### src/rtl/hynoc_ingress_pkg.sv
// hynoc_ingress_pkg: ingress FSM encoding plus header-format helpers shared by the RTL and the bench
//   state_t   : ST_IDLE / ST_REQUEST / ST_XFER / ST_RELEASE / ST_DROP
//   hop_width : bits of one source-route hop field, also the header rotate amount
//   stop_bit  : flit bit index of the end-of-packet marker (MSB, above the payload)
package hynoc_ingress_pkg;
    typedef enum logic [2:0] {
        ST_IDLE    = 3'd0,
        ST_REQUEST = 3'd1,
        ST_XFER    = 3'd2,
        ST_RELEASE = 3'd3,
        ST_DROP    = 3'd4
    } state_t;
    function automatic int hop_width(input int nb_ports);
        return $clog2(nb_ports - 1);
    endfunction
    function automatic int stop_bit(input int payload_width);
        return payload_width;
    endfunction
endpackage

### src/rtl/hynoc_route_decode.sv
// hynoc_route_decode: combinational source-route header decode
//   i_payload : header payload (stop bit excluded)
//   o_dest    : relative egress index from the low hop field
//   o_valid   : o_dest names one of the NB_PORTS-1 other egresses
//   o_rotated : payload rotated right by one hop so the next router finds its field in the low bits
module hynoc_route_decode
    import hynoc_ingress_pkg::*;
#(
    parameter int NB_PORTS      = 5,
    parameter int PAYLOAD_WIDTH = 32,
    parameter int PORT_WIDTH    = hop_width(NB_PORTS)
) (
    input  logic [PAYLOAD_WIDTH-1:0] i_payload,
    output logic [PORT_WIDTH-1:0]    o_dest,
    output logic                     o_valid,
    output logic [PAYLOAD_WIDTH-1:0] o_rotated
);
    assign o_dest    = i_payload[PORT_WIDTH-1:0];
    assign o_valid   = int'(o_dest) <= NB_PORTS - 2;
    assign o_rotated = {i_payload[PORT_WIDTH-1:0], i_payload[PAYLOAD_WIDTH-1:PORT_WIDTH]};
endmodule

### src/rtl/hynoc_ingress.sv
// hynoc_ingress: input half of a hynoc router port; routes each packet from the input FIFO to one egress
//   router_clk / router_srst_n : clock, synchronous active-low reset
//   rclk, ren, rdata, rempty   : first-word-fall-through input FIFO read side
//   to_egress_request          : one-hot request, held from header decode until the stop flit pops
//   to_egress_write / _data    : registered one-hot flit valid and broadcast flit
//   from_egress_grant / _afull : registered grant and almost-full from each egress
module hynoc_ingress
    import hynoc_ingress_pkg::*;
#(
    parameter int NB_PORTS      = 5,
    parameter int PAYLOAD_WIDTH = 32
) (
    input  logic                   router_clk,
    input  logic                   router_srst_n,
    output logic                   rclk,
    output logic                   ren,
    input  logic [PAYLOAD_WIDTH:0] rdata,
    input  logic                   rempty,
    output logic [NB_PORTS-2:0]    to_egress_request,
    output logic [NB_PORTS-2:0]    to_egress_write,
    output logic [PAYLOAD_WIDTH:0] to_egress_data,
    input  logic [NB_PORTS-2:0]    from_egress_grant,
    input  logic [NB_PORTS-2:0]    from_egress_afull
);
    localparam int NE = NB_PORTS - 1;
    localparam int PW = hop_width(NB_PORTS);
    localparam int SB = stop_bit(PAYLOAD_WIDTH);

    state_t                   r_state, w_next;
    logic [PW-1:0]            r_dest, w_dest;
    logic                     r_first, w_valid, w_gnt, w_afull, w_stop;
    logic [PAYLOAD_WIDTH-1:0] w_rot;
    logic [NE-1:0]            w_oh, w_next_oh;

    hynoc_route_decode #(
        .NB_PORTS      (NB_PORTS),
        .PAYLOAD_WIDTH (PAYLOAD_WIDTH),
        .PORT_WIDTH    (PW)
    ) u_decode (
        .i_payload (rdata[PAYLOAD_WIDTH-1:0]),
        .o_dest    (w_dest),
        .o_valid   (w_valid),
        .o_rotated (w_rot)
    );

    assign rclk      = router_clk;
    assign w_oh      = NE'(1) << r_dest;
    assign w_next_oh = NE'(1) << ((r_state == ST_IDLE) ? w_dest : r_dest);
    // masking with the one-hot keeps an out-of-range dest from selecting anything
    assign w_gnt     = |(from_egress_grant & w_oh);
    assign w_afull   = |(from_egress_afull & w_oh);
    assign w_stop    = rdata[SB];

    always_ff @(posedge router_clk) begin
        if (!router_srst_n) begin
            r_state <= ST_IDLE;
            r_dest  <= '0;
            r_first <= 1'b0;
        end else begin
            r_state <= w_next;
            if (r_state == ST_IDLE && !rempty) begin
                r_dest  <= w_dest;
                r_first <= 1'b1;
            end else if (ren) begin
                r_first <= 1'b0;
            end
        end
    end

    always_comb begin
        w_next = r_state;
        case (r_state)
            ST_IDLE:    w_next = rempty ? ST_IDLE : (w_valid ? ST_REQUEST : ST_DROP);
            ST_REQUEST: w_next = w_gnt ? ST_XFER : ST_REQUEST;
            ST_XFER:    w_next = (ren && w_stop) ? ST_RELEASE : ST_XFER;
            // wait for the grant to fall so the arbiter observes the release and rotates
            ST_RELEASE: w_next = w_gnt ? ST_RELEASE : ST_IDLE;
            ST_DROP:    w_next = (ren && w_stop) ? ST_IDLE : ST_DROP;
            default:    w_next = ST_IDLE;
        endcase
    end

    always_comb begin
        ren = router_srst_n & !rempty & ((r_state == ST_XFER) ? !w_afull : (r_state == ST_DROP));
    end

    always_ff @(posedge router_clk) begin
        if (!router_srst_n) begin
            to_egress_request <= '0;
            to_egress_write   <= '0;
            to_egress_data    <= '0;
        end else begin
            to_egress_request <= (w_next == ST_REQUEST || w_next == ST_XFER) ? w_next_oh : '0;
            to_egress_write   <= (r_state == ST_XFER && ren) ? w_oh : '0;
            if (r_state == ST_XFER && ren)
                to_egress_data <= {w_stop, r_first ? w_rot : rdata[PAYLOAD_WIDTH-1:0]};
        end
    end
endmodule

### config.mk
export PLATFORM = sky130hd
export DESIGN_NAME = hynoc_ingress
export DESIGN_NICKNAME = d
export VERILOG_FILES = /design/src/rtl/hynoc_ingress_pkg.sv /design/src/rtl/hynoc_route_decode.sv /design/src/rtl/hynoc_ingress.sv
export SDC_FILE = /design/constraint.sdc
export NUM_CORES = 1
export LEC_CHECK = 0
export ABC_AREA = 0
export CORE_ASPECT_RATIO = 1.25
export CORE_MARGIN = 2
export CORE_UTILIZATION = 42
export CTS_BUF_LIST = sky130_fd_sc_hd__clkbuf_8
export DETAILED_ROUTE_END_ITERATION = 16
export PLACE_DENSITY = 0.79
export SYNTH_ARGS = -nofsm -noshare
export SYNTH_HDL_FRONTEND = slang
export SYNTH_SLANG_ARGS = --single-unit
### constraint.sdc
create_clock -name router_clk -period 1.8 [get_ports router_clk]
set_input_delay 0.36 -clock router_clk [delete_from_list [all_inputs] [get_ports router_clk]]
set_output_delay 0.36 -clock router_clk [all_outputs]
set_load 0.02 [all_outputs]
# Word level (Yosys, flattened, before mapping)
# Index checks and enable logic that the tools add are counted.
dict set report totals {
  ff_bits 47
  in_bits 44
  output_inout_bits 43
}
dict set report op_classes {
  eq_ne 6
  shift 2
  mux 11
  bitwise 4
  n_reduce_logical 12
}
# operator n
set ops {}
lappend ops {{32-bit 2-to-1 mux} 1}
lappend ops {{3-bit case mux with 5 select lines} 1}
lappend ops {{3-bit by 2-bit equality test with 1-bit output, second input constant} 3}
lappend ops {{4-bit bitwise AND} 2}
lappend ops {{4-bit OR reduction} 2}
lappend ops {{1-bit by 2-bit left shift with 4-bit output, first input constant} 2}
lappend ops {{3-bit by 1-bit equality test with 1-bit output, second input constant} 2}
lappend ops {{2-bit 2-to-1 mux} 3}
lappend ops {{1-bit 2-to-1 mux} 5}
lappend ops {{2-bit AND reduction} 2}
lappend ops {{3-bit equality test, second input constant} 1}
lappend ops {{1-bit logical AND} 3}
lappend ops {{3-bit zero test} 1}
lappend ops {{3-bit 2-to-1 mux} 1}
lappend ops {{1-bit bitwise AND} 2}
lappend ops {{1-bit zero test} 2}
lappend ops {{2-bit nonzero test} 1}
lappend ops {{1-bit logical OR} 1}

# Longest topological paths before layout
# Gate-level depths: netlist (run 1).
dict set report depth {
  ltp_word 12
  mapped_depth 6
  mapped_depth_nobuf 3
}

# Modules after synthesis
# From an unflattened synthesis (run 1), not the netlist that was laid out.
dict set report unflattened {
  cells_unflattened 247
  area_unflattened_um2 2433.6
}
# module n_inst cells_per_inst area_each_um2
set by_module_without_submodules {}
lappend by_module_without_submodules {hynoc_ingress 1 211 2167.1}
lappend by_module_without_submodules {hynoc_route_decode 1 36 266.5}

==> results.yml, run 1 <==
outcome:
  status: "finished, violations left"
  violations: "negative setup slack"
synth:
  syn_avg_cell_area_sq_um: 9.44
  ys_warn_count: 0
  synth_ff_type: "dfxtp_1"
  syn_inst: 253
  async_reset_ff_frac: 0
  ys_seq_elements: 47
  synth_area_sq_mm: 0.00239
  yosysUniqueCellTypes: 32
  synth-seq-area-share: 0.394
  synth_edf_count: 0
  syn_nets: 297
run:
  cap_violations: 0
die:
  core_area_sq_mm: 0.00544
  ios: 87
  dieHeight_um: 88.3
  die_area_sq_mm: 0.00631
  chipWidth_um: 71.5
  std_cell_rows: 30
  initial_utilization: 0.439
drt:
  dr.pass1.iters: 5
  totalWireLength_um: 7630
  drt_iter0_drc: 216
  drt.antenna.violating_nets: 0
  viasPerCell: 5.79
  post-route-drc-count: 0
  vias: 2413
  wire_per_inst_um: 18.3
cts:
  cts.clk_slew.worst_paths_ns: 0.09
  cts_tree: "done"
  postCtsHoldBufs: 0
  clk_latency_ns: 0.41
sta:
  worst_slew_pin_slew_ns: 0.397
  final-setup-viol-count: 43
  slew_viol_final: 0
  fin_setup_tns_ns: -10.25
  hold_viol: 0
  period_needed_ns: 2.10
  relSlewSlack: 0.733
  grt_setup_unrepaired: "true"
  worst_slack_ns: -0.298
  max_freq_mhz: 477
  skew_ns: 0.00644
  period_share: 1.17
place:
  pre_cts_ws_ns: -0.856
  gp_congestion: 0.775
  portBuffers: 86
  dp_hpwl_um: 4500
  place_inst: 398
  dpl_cell_area_sq_mm: 0.00340
power:
  ir_drop_mv: 0.698
  power.density_mw_per_mm2: 735
  leakage_uw: 0.00137
global_route:
  first_global_vias: 2302
  met1_usage: 0.282
  gr-usage-met2: 0.389
  busiest_layer: "met2"
  grt-ovfl-total: 0
  antenna_found_initial: 0
  grt_pass1_wl_um: 11400
  grt_use_met3: 0.0672
  grt_use_total: 0.234
  grt_max_degree: 36
setup_path:
  r2r_start: "r_dest[0]"
  r2r_slack_ns: -0.30
  worst-setup-path-type: "flip-flop to flip-flop"
  crit_end: "to_egress_data[14]"
  ff2ff_path_depth: 6
  setup.worst_path.start: "r_dest[0]"
  critPathTopFamily: "multiplexers"
  worst_ep_arrival_time_ns: 2.42
  cp_cell_sequence: "mux4_2, buf_4, buf_12, or3_4, buf_16, a211oi_2"
  slowest_delay_ns: 0.54
  crit_slowest_cell: "mux4_2"
  crit_fanout: 17
  critPathLaunchType: "flip-flop"
  r2r-end: "to_egress_data[14]"
  path_buf_inv: 3
  endpoint_kind: "flip-flop"
  cp_data_required_time_ns: 2.12
  crit_cells: 6
layout:
  syn_to_final_growth_pct: 64.1
  diodes: 0
  fin_cells: 417
  mostFrequentLayoutCells: "83 x clkdlybuf4s50_1, 46 x dfxtp_1, 34 x mux2_2, 33 x inv_1, 32 x nor4_1"
  design_area_sq_mm: 0.00392
  drive_above_1_share: 0.346
  fin_nets: 396
  finish.utilization: 0.720
  layout_commonest_cell: "clkdlybuf4s50_1"
hold_path:
  hold_path.class: "flip-flop to flip-flop"
  hp-start: "to_egress_data[23]"
  hold_depth: 2
worst min-delay path, stage by stage (launching register included):
cell and delay [ns]:
dfxtp_1 0.32, inv_1 0.05, a211oi_1 0.05
worst min-delay path by stage:
| stage | end | slack (ns) |
|---|---|---|
| floorplan | to_egress_request[1] | 0.47 |
| global placement | to_egress_data[10] | 0.44 |
| detailed placement | to_egress_data[4] | 0.45 |
| CTS | to_egress_data[4] | 0.46 |
| global route | to_egress_data[0] | 0.49 |
| finish | to_egress_data[23] | 0.47 |
cell families (layout without fill, tap and decap cells):
| group | count (synthesis) | after routing | share of synthesized area |
|---|---|---|---|
| AND/OR/NAND/NOR | 57 | 57 | 0.149 |
| flip-flops | 47 | 47 | 0.394 |
| buffers and inverters | 62 | 162 | 0.113 |
| multiplexers | 43 | 43 | 0.208 |
| AO/OA/AOI/OAI | 44 | 44 | 0.136 |
layer usage:
| metal | part of all wire | vias up |
|---|---|---|
| li1 | - | 1134 |
| met1 | 0.41 | 1154 |
| met2 | 0.50 | 111 |
| met3 | 0.070 | 14 |
| met4 | 0.018 | 0 |
| met5 | 0 | - |
per-stage QoR:
stage | power, uW | hold WS [ns]
after floorplan | 1540 | 0.472
after global placement | 1810 | 0.444
after detailed placement | 1820 | 0.446
after CTS | 2850 | 0.463
after global routing | 2990 | 0.486
final | 2880 | 0.467
what timing repair did:
item	CTS	global route
pin swaps	2	1
setup endpoints to repair	42	44
gates cloned	2	1
setup buffers	4	1
resized for setup	36	23
synthesized netlist by cell type (2+ instances only):
master | n | area share
nor2_1 | 5 | 0.0079
and2_1 | 2 | 0.0052
dfxtp_1 | 47 | 0.39
a21oi_1 | 3 | 0.0063
nand2b_1 | 3 | 0.0079
o31ai_1 | 2 | 0.0063
buf_6 | 4 | 0.019
o21ai_0 | 2 | 0.0042
inv_1 | 33 | 0.052
mux2_2 | 34 | 0.16
nor3b_1 | 2 | 0.0063
nor3_1 | 3 | 0.0063
clkbuf_1 | 20 | 0.031
buf_2 | 2 | 0.0042
a211oi_1 | 32 | 0.10
nor4_1 | 33 | 0.086
mux4_2 | 2 | 0.019
mux2i_1 | 7 | 0.029
nor4b_1 | 3 | 0.011
and3_1 | 2 | 0.0052
power breakdown:
part | internal, uW | switching [uW] | leakage, uW | total [uW]
Combinational | 393 | 354 | 0.000898 | 748
Clock | 617 | 425 | 0.0000873 | 1040
Sequential | 1070 | 17.2 | 0.000381 | 1090
Total | 2080 | 797 | 0.00137 | 2880
final cells by class:
class,instances,area (sq um)
inverters,35,131
clock inverters,2,35.0
well taps,64,80.1
flip-flops and latches,47,942
multi-input cells,144,1400
fillers,396,1520
clock buffers,10,134
repair buffers,115,1190
flip-flops by register name (all words and copies together), names as in the netlist:
name               flops
r_dest                 2
to_egress_data        33
to_egress_write        4
r_state                3
to_egress_request      4
r_first                1
Power figures use the tool's default switching activity.
==> inputs of run 2 (changes only) <==
Settings changed: CORE_ASPECT_RATIO 1.25 to 1.2, CTS_CLUSTER_DIAMETER set to 40, SKIP_LAST_GASP set to 1.
==> results.yml, run 2 (same netlist as run 1, synthesis figures left out) <==
layout:
  final.fill_count: 480
  diodes: 0
  largest_register_ffs: 33
  multi_input_area_sq_mm: 0.00122
  layout_commonest_cell: "clkdlybuf4s50_1"
  finish.utilization: 0.639
  drive_above_1_share: 0.227
  fin_cells: 408
  reg.largest.list: "to_egress_data x33, to_egress_request x4, to_egress_write x4"
  register_area_sq_um: 942
  fin_nets: 388
  syn_to_final_growth_pct: 49.7
  mostFrequentLayoutCells: "83 x clkdlybuf4s50_1, 46 x dfxtp_1, 34 x inv_1, 34 x mux2_2, 33 x nor4_1"
  largest_register: "to_egress_data"
setup_path:
  critPathLaunchType: "flip-flop"
  setup.worst_path.start: "r_dest[0]"
  crit_end: "ren"
  r2r-end: "to_egress_data[3]"
  r2r_start: "r_dest[0]"
  cp_data_required_time_ns: 1.44
  ff2ff_path_depth: 5
  worst_ep_arrival_time_ns: 1.73
  worst-setup-path-type: "flip-flop to output port"
  r2r_slack_ns: -0.29
  crit_fanout: 2
  endpoint_kind: "output port"
global_route:
  grt_use_total: 0.209
  first_global_vias: 2174
  antenna_found_initial: 0
  met1_usage: 0.245
  busiest_layer: "met2"
  grt_max_degree: 37
  gr-usage-met2: 0.343
  grt-ovfl-total: 0
  grt_use_met3: 0.0663
  grt_pass1_wl_um: 10200
drt:
  dr.pass1.iters: 4
  viasPerCell: 5.54
  vias: 2260
  wire_per_inst_um: 16.0
  post-route-drc-count: 0
  drt_iter0_drc: 105
  drt.antenna.violating_nets: 0
  totalWireLength_um: 6530
die:
  dieHeight_um: 86.6
  core_area_sq_mm: 0.00559
  ios: 87
  chipWidth_um: 72.8
  std_cell_rows: 30
  die_area_sq_mm: 0.00631
  initial_utilization: 0.427
place:
  portBuffers: 86
  dp_hpwl_um: 4460
  gp_congestion: 0.762
  place_inst: 397
outcome:
  status: "finished, violations left"
  violations: "negative setup slack"
sta:
  worst_slew_pin_slew_ns: 0.357
  period_share: 1.16
  max_freq_mhz: 480
  relSlewSlack: 0.756
  hold_viol: 0
  final-setup-viol-count: 41
  fin_setup_tns_ns: -8.60
  grt_setup_unrepaired: "true"
  slew_viol_final: 0
  worst_slack_ns: -0.285
  period_needed_ns: 2.09
  skew_ns: 0.00851
cts:
  cts.clk_slew.worst_paths_ns: 0.09
  cts_tree: "done"
  postCtsHoldBufs: 0
  clk_latency_ns: 0.40
hold_path:
  hold_path.class: "flip-flop to flip-flop"
power:
  power.density_mw_per_mm2: 759
  leakage_uw: 0.00123
  ir_drop_mv: 0.480
  power.total_uw: 2710
run:
  cap_violations: 0
## run 2: changes by cell type in the layout (fill, tap and decap cells not counted), sizes merged
cell,before,now
inv,34,35
buf,29,23
clkinv,2,1
clkbuf,10,8
bufbuf,1,0
## run 2: how the worst min path moves through the flow
stage,from,to,slack (ns),cells after the start
2_1_floorplan,rdata[32],to_egress_request[1],0.47,1
3_3_place_gp,to_egress_data[15],to_egress_data[15],0.44,2
3_5_place_dp,to_egress_data[15],to_egress_data[15],0.44,2
4_1_cts,to_egress_data[15],to_egress_data[15],0.46,2
5_1_grt,to_egress_data[15],to_egress_data[15],0.48,2
6_report,to_egress_data[15],to_egress_data[15],0.46,2
## run 2: cell type report
type	count	share of cell area
clock inverter	2	0.00945
timing repair buffer	107	0.294
inverter	35	0.0367
sequential	47	0.263
multi-input combinational	144	0.340
clock buffer	9	0.0336
tap	64	0.0224
## run 2: through the flow
| stage | hold slack (ns) | setup slack (ns) | cell area (sq um) |
|---|---|---|---|
| floorplan | 0.472 | -0.0542 | 2400 |
| global placement | 0.444 | -0.789 | 3380 |
| detailed placement | 0.443 | -0.815 | 3380 |
| CTS | 0.460 | -0.287 | 3540 |
| global route | 0.477 | -0.350 | 3580 |
| finish | 0.458 | -0.285 | 3580 |
## run 2: routing by layer
| metal | share of wire | wire length (um) |
|---|---|---|
| met5 | 0 | 0 |
| met4 | 0.020 | 131 |
| met3 | 0.060 | 391 |
| met2 | 0.48 | 3140 |
| met1 | 0.44 | 2860 |
## run 2: repair_timing
item / in CTS / in global routing
buffers inserted: 1 / 0
setup endpoints to repair: 42 / 44
pin swaps: 2 / 0
resized for setup: 11 / 9
## run 2: where the power goes
group	switching, uW	internal, uW
sequential	17.3	1070
combinational	303	337
clock	413	569
## run 2: critical path, cell delays in order, from the launching register on
cell     delay (ns)
dfxtp_2        0.34
mux4_2         0.55
o21ai_2        0.14
and3_1         0.17
buf_6          0.12
